**src/rtl/fetch_if_id_pkg.sv**
```systemverilog
// Shared constants and types for the WISC-SP20 fetch stage.
package fetch_if_id_pkg;

  localparam logic [15:0] RESET_PC_DEF = 16'h0000;
  localparam logic [15:0] NOP_INS_DEF  = 16'h0800;
  localparam logic [4:0]  HALT_OP_DEF  = 5'b00000;
  localparam int          OPC_MSB      = 15;
  localparam int          OPC_LSB      = 11;

  typedef enum logic {
    ST_RUN    = 1'b0,
    ST_HALTED = 1'b1
  } fetch_state_e;

  function automatic logic is_op(input logic [15:0] ins, input logic [4:0] op);
    return ins[OPC_MSB:OPC_LSB] == op;
  endfunction

endpackage

```
**src/rtl/fetch_if_id_pc_reg.sv**
```systemverilog
// Program counter: async-reset register with load / increment-by-2 / hold.
module fetch_if_id_pc_reg
  import fetch_if_id_pkg::*;
#(
  parameter logic [15:0] RESET_PC = RESET_PC_DEF
) (
  input  logic        clk,
  input  logic        rst,
  input  logic        load_i,
  input  logic [15:0] load_val_i,
  input  logic        inc_i,
  output logic [15:0] pc_o
);

  logic [15:0] pc_q;
  logic [15:0] pc_d;

  always_comb begin
    pc_d = pc_q;
    if (load_i)     pc_d = load_val_i;
    else if (inc_i) pc_d = pc_q + 16'd2;
  end

  always_ff @(posedge clk or posedge rst) begin
    if (rst) pc_q <= RESET_PC;
    else     pc_q <= pc_d;
  end

  assign pc_o = pc_q;

endmodule

```
**src/rtl/fetch_if_id.sv**
```systemverilog
// Fetch stage and IF/ID register; absorbs imem wait states, obeys stall/flush, freezes on HALT.
// state     | meaning
// ST_RUN    | fetching normally
// ST_HALTED | HALT captured; PC frozen until flush
module fetch_if_id
  import fetch_if_id_pkg::*;
#(
  parameter logic [15:0] RESET_PC = RESET_PC_DEF,
  parameter logic [15:0] NOP_INS  = NOP_INS_DEF,
  parameter logic [4:0]  HALT_OP  = HALT_OP_DEF
) (
  input  logic        clk,
  input  logic        rst,
  input  logic        stall_decode,
  input  logic        flush_fetch,
  input  logic [15:0] branch_target,
  input  logic [15:0] imem_rdata,
  input  logic        imem_done,
  output logic [15:0] imem_addr,
  output logic        imem_req,
  output logic [15:0] ins_IF_ID,
  output logic [15:0] pc_plus2_IF_ID,
  output logic        valid_IF_ID,
  output logic        fetch_halted
);

  fetch_state_e state_q, state_d;
  logic [15:0]  ins_q, ins_d;
  logic [15:0]  pc2_q, pc2_d;
  logic         valid_q, valid_d;
  logic [15:0]  pc_w;
  logic         pc_load, pc_inc;

  fetch_if_id_pc_reg #(.RESET_PC(RESET_PC)) u_pc_reg (
    .clk        (clk),
    .rst        (rst),
    .load_i     (pc_load),
    .load_val_i (branch_target),
    .inc_i      (pc_inc),
    .pc_o       (pc_w)
  );

  always_comb begin
    state_d = state_q;
    ins_d   = ins_q;
    pc2_d   = pc2_q;
    valid_d = valid_q;
    pc_load = 1'b0;
    pc_inc  = 1'b0;
    if (flush_fetch) begin
      pc_load = 1'b1;
      ins_d   = NOP_INS;
      valid_d = 1'b0;
      state_d = ST_RUN;
    end else if (stall_decode) begin
      // hold everything; returned data is dropped and re-requested
    end else if (state_q == ST_HALTED || !imem_done) begin
      ins_d   = NOP_INS;
      valid_d = 1'b0;
    end else begin
      ins_d   = imem_rdata;
      pc2_d   = pc_w + 16'd2;
      valid_d = 1'b1;
      if (is_op(imem_rdata, HALT_OP)) state_d = ST_HALTED;
      else                            pc_inc  = 1'b1;
    end
  end

  always_ff @(posedge clk or posedge rst) begin
    if (rst) begin
      state_q <= ST_RUN;
      ins_q   <= NOP_INS;
      pc2_q   <= 16'h0000;
      valid_q <= 1'b0;
    end else begin
      state_q <= state_d;
      ins_q   <= ins_d;
      pc2_q   <= pc2_d;
      valid_q <= valid_d;
    end
  end

  assign fetch_halted   = (state_q == ST_HALTED);
  assign imem_req       = ~fetch_halted & ~rst;
  assign imem_addr      = pc_w;
  assign ins_IF_ID      = ins_q;
  assign pc_plus2_IF_ID = pc2_q;
  assign valid_IF_ID    = valid_q;

endmodule

```
**config.mk**
```make
export PLATFORM = sky130hd
export DESIGN_NAME = fetch_if_id
export DESIGN_NICKNAME = d
export VERILOG_FILES = /design/src/rtl/fetch_if_id_pkg.sv /design/src/rtl/fetch_if_id_pc_reg.sv /design/src/rtl/fetch_if_id.sv
export SDC_FILE = /design/constraint.sdc
export NUM_CORES = 1
export LEC_CHECK = 0
export BUFFER_PORTS_ARGS = -buffer_cell sky130_fd_sc_hd__clkbuf_2
export CAP_MARGIN = 10
export CELL_PAD_IN_SITES_DETAIL_PLACEMENT = 0
export CELL_PAD_IN_SITES_GLOBAL_PLACEMENT = 1
export CORE_MARGIN = 2
export CORE_UTILIZATION = 33
export CTS_CLUSTER_SIZE = 30
export DETAILED_ROUTE_END_ITERATION = 8
export HOLD_SLACK_MARGIN = 0.1
export PLACE_DENSITY_LB_ADDON = 0.1
export REMOVE_ABC_BUFFERS = 1
export SLEW_MARGIN = 25
export SYNTH_ARGS = -nofsm -noshare
export SYNTH_HDL_FRONTEND = slang
export SYNTH_SLANG_ARGS = --single-unit
```
**constraint.sdc**
```tcl
create_clock -name clk -period 1.6 [get_ports clk]
set_clock_uncertainty 0.05 [all_clocks]
set_input_delay 0.32 -clock clk [delete_from_list [all_inputs] [get_ports clk]]
set_output_delay 0.32 -clock clk [all_outputs]
set_load 0.02 [all_outputs]
```
# After elaboration in Yosys (flattened, before gate mapping)
# Index checks and enable logic that the tools add are counted.
[word_totals] ff_bits=50 wordCells=38 input_bits=37
[classes] bitwise=6 n_eq_ne=2 reduce_logical=7 n_addsub=1 mux=17
[op_table] op="$mux W16" count=5
[op_table] op="$add A16 B2 Y16 const B" count=1
[op_table] op="$mux W1" count=12
[op_table] op="$reduce_and A3 Y1" count=2
[op_table] op="$logic_not A5 Y1" count=1
[op_table] op="$not A1 Y1" count=5
[op_table] op="$reduce_bool A2 Y1" count=2
[op_table] op="$ne A2 B1 Y1 const B" count=1
[op_table] op="$ne A2 B2 Y1 const B" count=1
[op_table] op="$and A1 B1 Y1" count=1
[op_table] op="$logic_not A1 Y1" count=1
[op_table] op="$logic_or A1 B1 Y1" count=1

# Longest topological paths before layout
[depth] word_depth=7 ltp_mapped=6

# Modules after synthesis
# From an unflattened synthesis, not the netlist that was laid out.
[hier_totals] hier_cells=237 area_unflattened_um2=2444.8
[by_module_without_submodules] mod="fetch_if_id" instances=1 seq_area_each_um2=852.1 area_per_inst_um2=1562.7 cells_per_inst=144
[by_module_without_submodules] mod="fetch_if_id_pc_reg" instances=1 seq_area_each_um2=400.4 area_per_inst_um2=882.1 cells_per_inst=93

# Worst setup path after synthesis
# No wires, ideal clock.
[synth_timing] path_kind="register to register" startpoint="reg u_pc_reg.pc_q[1] (netlist: u_pc_reg.pc_o[1])" endpoint="reg u_pc_reg.pc_q[15] (netlist: u_pc_reg.pc_o[15])" slack_ns=-0.291 arrival_ns=1.759 path_stages_with_launch=7 required_time_ns=1.468 path_cell_list="dfrtp_1 ha_1 and3_1 buf_2 nand3_1 or4_1 a31oi_1"
[synth_via] elab_chain_cells=3
[synth_lines] element="start, declared" line_no="fetch_if_id_pc_reg.sv:15" source="logic [15:0] pc_q;"
[synth_lines] element="start signal, assigned" line_no="fetch_if_id_pc_reg.sv:26" source="else pc_q <= pc_d;"
[synth_lines] element="$add A16 B2 Y16" line_no="fetch_if_id_pc_reg.sv:21" source="else if (inc_i) pc_d = pc_q + 16'd2;"
[synth_lines] element="$mux W16" line_no="fetch_if_id_pc_reg.sv:21"
[synth_lines] element="$mux W16" line_no="fetch_if_id_pc_reg.sv:20" source="if (load_i) pc_d = load_val_i;"
# No other way between the ends. The select of a mux whose other input is x is not followed.
# A chain may end at the register's enable or synchronous reset.

# Final worst setup path
[layout_timing] startpoint="reg state_q (netlist: fetch_halted)" endpoint="reg u_pc_reg.pc_q[14] (netlist: u_pc_reg.pc_o[14])"
[layout_via] elab_chain_cells=5
[layout_lines] element="start, declared" line_no="fetch_if_id.sv:27" source="fetch_state_e state_q, state_d;"
[layout_lines] element="start signal, assigned" line_no="fetch_if_id.sv:76" source="state_q <= state_d;"
[layout_lines] element="$logic_or A1 B1 Y1" line_no="fetch_if_id.sv:57" source="end else if (state_q == ST_HALTED || !imem_done) begin"
[layout_lines] element="$mux W1" line_no="fetch_if_id.sv:57"
[layout_lines] element="$mux W1" line_no="fetch_if_id.sv:55" source="end else if (stall_decode) begin"
[layout_lines] element="$mux W1" line_no="fetch_if_id.sv:50" source="if (flush_fetch) begin"
[layout_lines] element="$reduce_bool A2 Y1 (no line)"
# No other way between the ends.

==> results <==
- The placed cell area is 3190 µm².
- Clock tree synthesis selected as its root buffer the cell sky130_fd_sc_hd__clkbuf_8.
- The switching part of the total power is 0.311.
- The static power due to leakage is 0.00170 µW.
- The data required time of the worst path is 1780 ps.
- The maximum net fanout on the critical path is 3.
- The fraction of layout instances using a drive strength above 1 is 0.452.
- By area the synthesized netlist is led by sky130_fd_sc_hd__dfrtp_1, sky130_fd_sc_hd__a22o_1, sky130_fd_sc_hd__nand2_1, sky130_fd_sc_hd__xor2_1, sky130_fd_sc_hd__o21ai_1.
- The relative contribution of the clock network to total power is 0.283.
- Counting the fill cells in the layout gives 666.
- Port buffering added 87 buffers.
- Summed over all layers, the routed wires come to 6.37 mm.
- The sum of overflow across all layers after global routing is 0.
- Summing over every cut layer, the via total after detailed routing is 2,154.
- Dividing the detail-routed via count by the number of cells gives 4.69.
- The final core utilization is 0.503.
- During synthesis, Yosys emitted a total of 0 warnings.
- The design internal power is 2210 µW.
- The data arrival time of the worst path is 1820 ps.
- The netlist uses 37 different library cells.
- The count of final hold-check violations is 0.
- The run finished, with violations left.
- The sequential cells in the finished layout cover a total of 1250 µm².
- The all-layer global routing usage is 0.162.
- The worst hold path belongs to the class primary input to flip-flop.
- The global-route wire length before repair is 9.87 mm.
- For this design the total switching power over the nets is 998 µW.
- In this run the tightest slew margin relative to its limit is 0.699.
- VDD sags by at most 394 µV.
- The residual antenna-violating net count after detailed routing is 0.
- The first detailed-routing pass took 4 iterations.
- For the finished layout, the period the worst path requires is 1650 ps.
- The die covers 7830 µm².
- The number of global-route vias before repair is 2,073.
- The slew at the pin closest to its max-slew limit is 451 ps.
- In this run the power density over the cells is 929 nW/µm².
- The repair_antennas step left the layout with diodes totalling 0.
- The maximum root-to-sink buffer count is 2.
- Detailed placement finished with a half-perimeter wire length of 4.63 mm.
- The combinational share of power is 0.256.
- Setup repair after global routing could not meet its margin everywhere.
- Among all flip-flop cells after synthesis, the most frequent one is sky130_fd_sc_hd__dfrtp_1.
- The upper clock frequency limit is 0.608 GHz.
- Leaving out fill and tap cells, the most frequent cells in the layout are sky130_fd_sc_hd__clkbuf_2, sky130_fd_sc_hd__dfrtp_1, sky130_fd_sc_hd__buf_4.
- The top-level port count is 88.
- The detailed-route DRC error count is 0.
- The final instance area is 3450 µm².
- Synthesis handed over a netlist of 229 instances.
- The number of enable-type register cells in the synthesized netlist is 0.
- The final worst setup slack is -45.2 ps.
- The placeable core region is 6870 µm².
- The checks that failed: setup timing.
- The fraction of registers with async set/reset is 1.00.
- The share of synthesized area in the top cell type comes to 0.520.
- Synthesis inferred 50 register bits.
- The die is 88.5 µm tall.
- The die is 88.5 µm wide.
- The biggest area consumer among synthesized cells is sky130_fd_sc_hd__dfrtp_1.
- The effective utilization at floorplan is 0.343.
- The classification of the worst setup path is flip-flop to flip-flop.
- Setup violations remaining at the end of the flow were counted as 3.
- The clock transition time at the flip-flop clock pins of the worst setup and hold paths is 90 ps.
- Clock latency on the worst-skew pair, taken at its later pin, is 300 ps.
- The number of sinks handled by clock tree synthesis is 50.
- The number of antenna violations at the first check in global routing is 0.
- The congestion estimate from routability-driven global placement came to 0.726.
- Entering global routing, the biggest net connects 21 pins.
- The period utilization is 1.03.
- Summing all multi-input logic gate instances after layout gives 1010 µm².
- The routed wirelength normalized by instance count is 13.9 µm.
- The number of pins exceeding their max-slew limit in the final report is 0.
- The number of CTS-inserted buffers is 5.
- The detailed router's first-iteration violation count is 36.
- The startpoint type of the worst setup path is a flip-flop.
- The number of max-cap violations is 0.
- The commonest non-fill, non-tap cell in the layout is sky130_fd_sc_hd__clkbuf_2.
- CTS built an H-tree with a depth of 2.
- STA classifies the critical path endpoint as a flip-flop.
- The cell area after synthesis is 2360 µm².
- Dividing the synthesized area by the synthesized cell count gives 10.3 µm².
- The final layout contains 400 nets.
- Of the total power, registers draw 0.460.
- For this run, the register share of the synthesized area comes to 0.531.
- From synthesis to final layout, the design area changed by 46.5%.
- The floorplan row count is 30.
- TritonCTS built the clock tree.
final cells by class:
| type | instances | share of cell area |
|---|---|---|
| flip-flops and latches | 50 | 0.363 |
| multi-input cells | 159 | 0.293 |
| repair buffers | 143 | 0.274 |
| well taps | 96 | 0.0348 |
| clock buffers | 6 | 0.0210 |
| clock inverters | 2 | 0.0109 |
| inverters | 3 | 0.00326 |
repair_timing:
| action | in CTS | in global routing |
|---|---|---|
| buffers inserted | 2 | 3 |
| setup endpoints to repair | 12 | 42 |
| endpoints found under the hold margin | 16 | 0 |
| hold buffers | 1 | 0 |
| cloned | 0 | 2 |
| pin swaps | 2 | 7 |
| resized for setup | 6 | 23 |
worst paths after layout:
check / startpoint / end / slack [ps] / cells past startpoint
worst min register to register: ins_IF_ID[11]$_DFFE_PP1P_ / ins_IF_ID[11]$_DFFE_PP1P_ / 420 / 2
worst max register to register: fetch_halted$_DFFE_PP0P_ / u_pc_reg.pc_o[14]$_DFFE_PP0P_ / -50 / 5
max in group asynchronous: rst / u_pc_reg.pc_o[14]$_DFFE_PP0P_ / 540 / 4
worst max-delay path: fetch_halted$_DFFE_PP0P_ / u_pc_reg.pc_o[14]$_DFFE_PP0P_ / -50 / 5
min in group asynchronous: rst / u_pc_reg.pc_o[0]$_DFFE_PP0P_ / 520 / 3
worst min-delay path: imem_rdata[7] / ins_IF_ID[7]$_DFFE_PP0P_ / 180 / 2
per-layer routing:
metal  global-route usage  wire [µm]
met1                0.231       3100
met2                0.253       2960
met3               0.0289        254
met4               0.0455         60
met5                    0          0
registers in the layout, summed over array words and instances (netlist names):
name            count
u_pc_reg.pc_o      16
pc_plus2_IF_ID     16
fetch_halted        1
valid_IF_ID         1
ins_IF_ID          16
synth_stat cells, drive strengths merged, types with 3 or more instances:
library cell  count
dfrtp            49
nand2            32
o21ai            28
a22o             15
nor2             15
xor2             12
a31oi            11
or3               9
buf               8
clkbuf            8
and3              4
nand4             4
o211ai            4
and2              3
and4              3
inv               3
nand3             3
or4               3
xnor2             3
cells by family after synthesis:
logic type / count (synthesis) / share of synthesized area
flops: 50 / 0.531
buf+inv: 20 / 0.0557
compound gates: 61 / 0.171
simple gates: 80 / 0.171
fa+ha+maj: 1 / 0.00531
mux: 2 / 0.00902
xor+xnor: 15 / 0.0557
worst max-delay path, cell delays in order, from the launching register on:
cell	delay, ps
sky130_fd_sc_hd__dfrtp_1	420
sky130_fd_sc_hd__nor3b_4	270
sky130_fd_sc_hd__buf_4	160
sky130_fd_sc_hd__o211ai_1	100
sky130_fd_sc_hd__or4_1	410
sky130_fd_sc_hd__a31oi_1	160
per-stage QoR:
stage | setup slack [ps] | TNS, ps | power [µW] | std cells | hold WS (ps)
finish | -45.2 | -101 | 3210 | 459 | 181
global route | -142 | -1040 | 3370 | 459 | 174
CTS | -26.7 | -47.9 | 3210 | 454 | 166
detailed placement | -206 | -2760 | 2290 | 443 | 303
global placement | -196 | -2640 | 2280 | 443 | 298
floorplan | -304 | -3560 | 1910 | 212 | 336
power groups by stage:
stage	Sequential, µW	Combinational (µW)	Clock, µW
after detailed placement	1500	790	0
final	1480	823	910
after floorplan	1690	219	0
after CTS	1480	802	934
after global routing	1500	907	966
after global placement	1500	785	0
(Power assumes the default switching activity.)
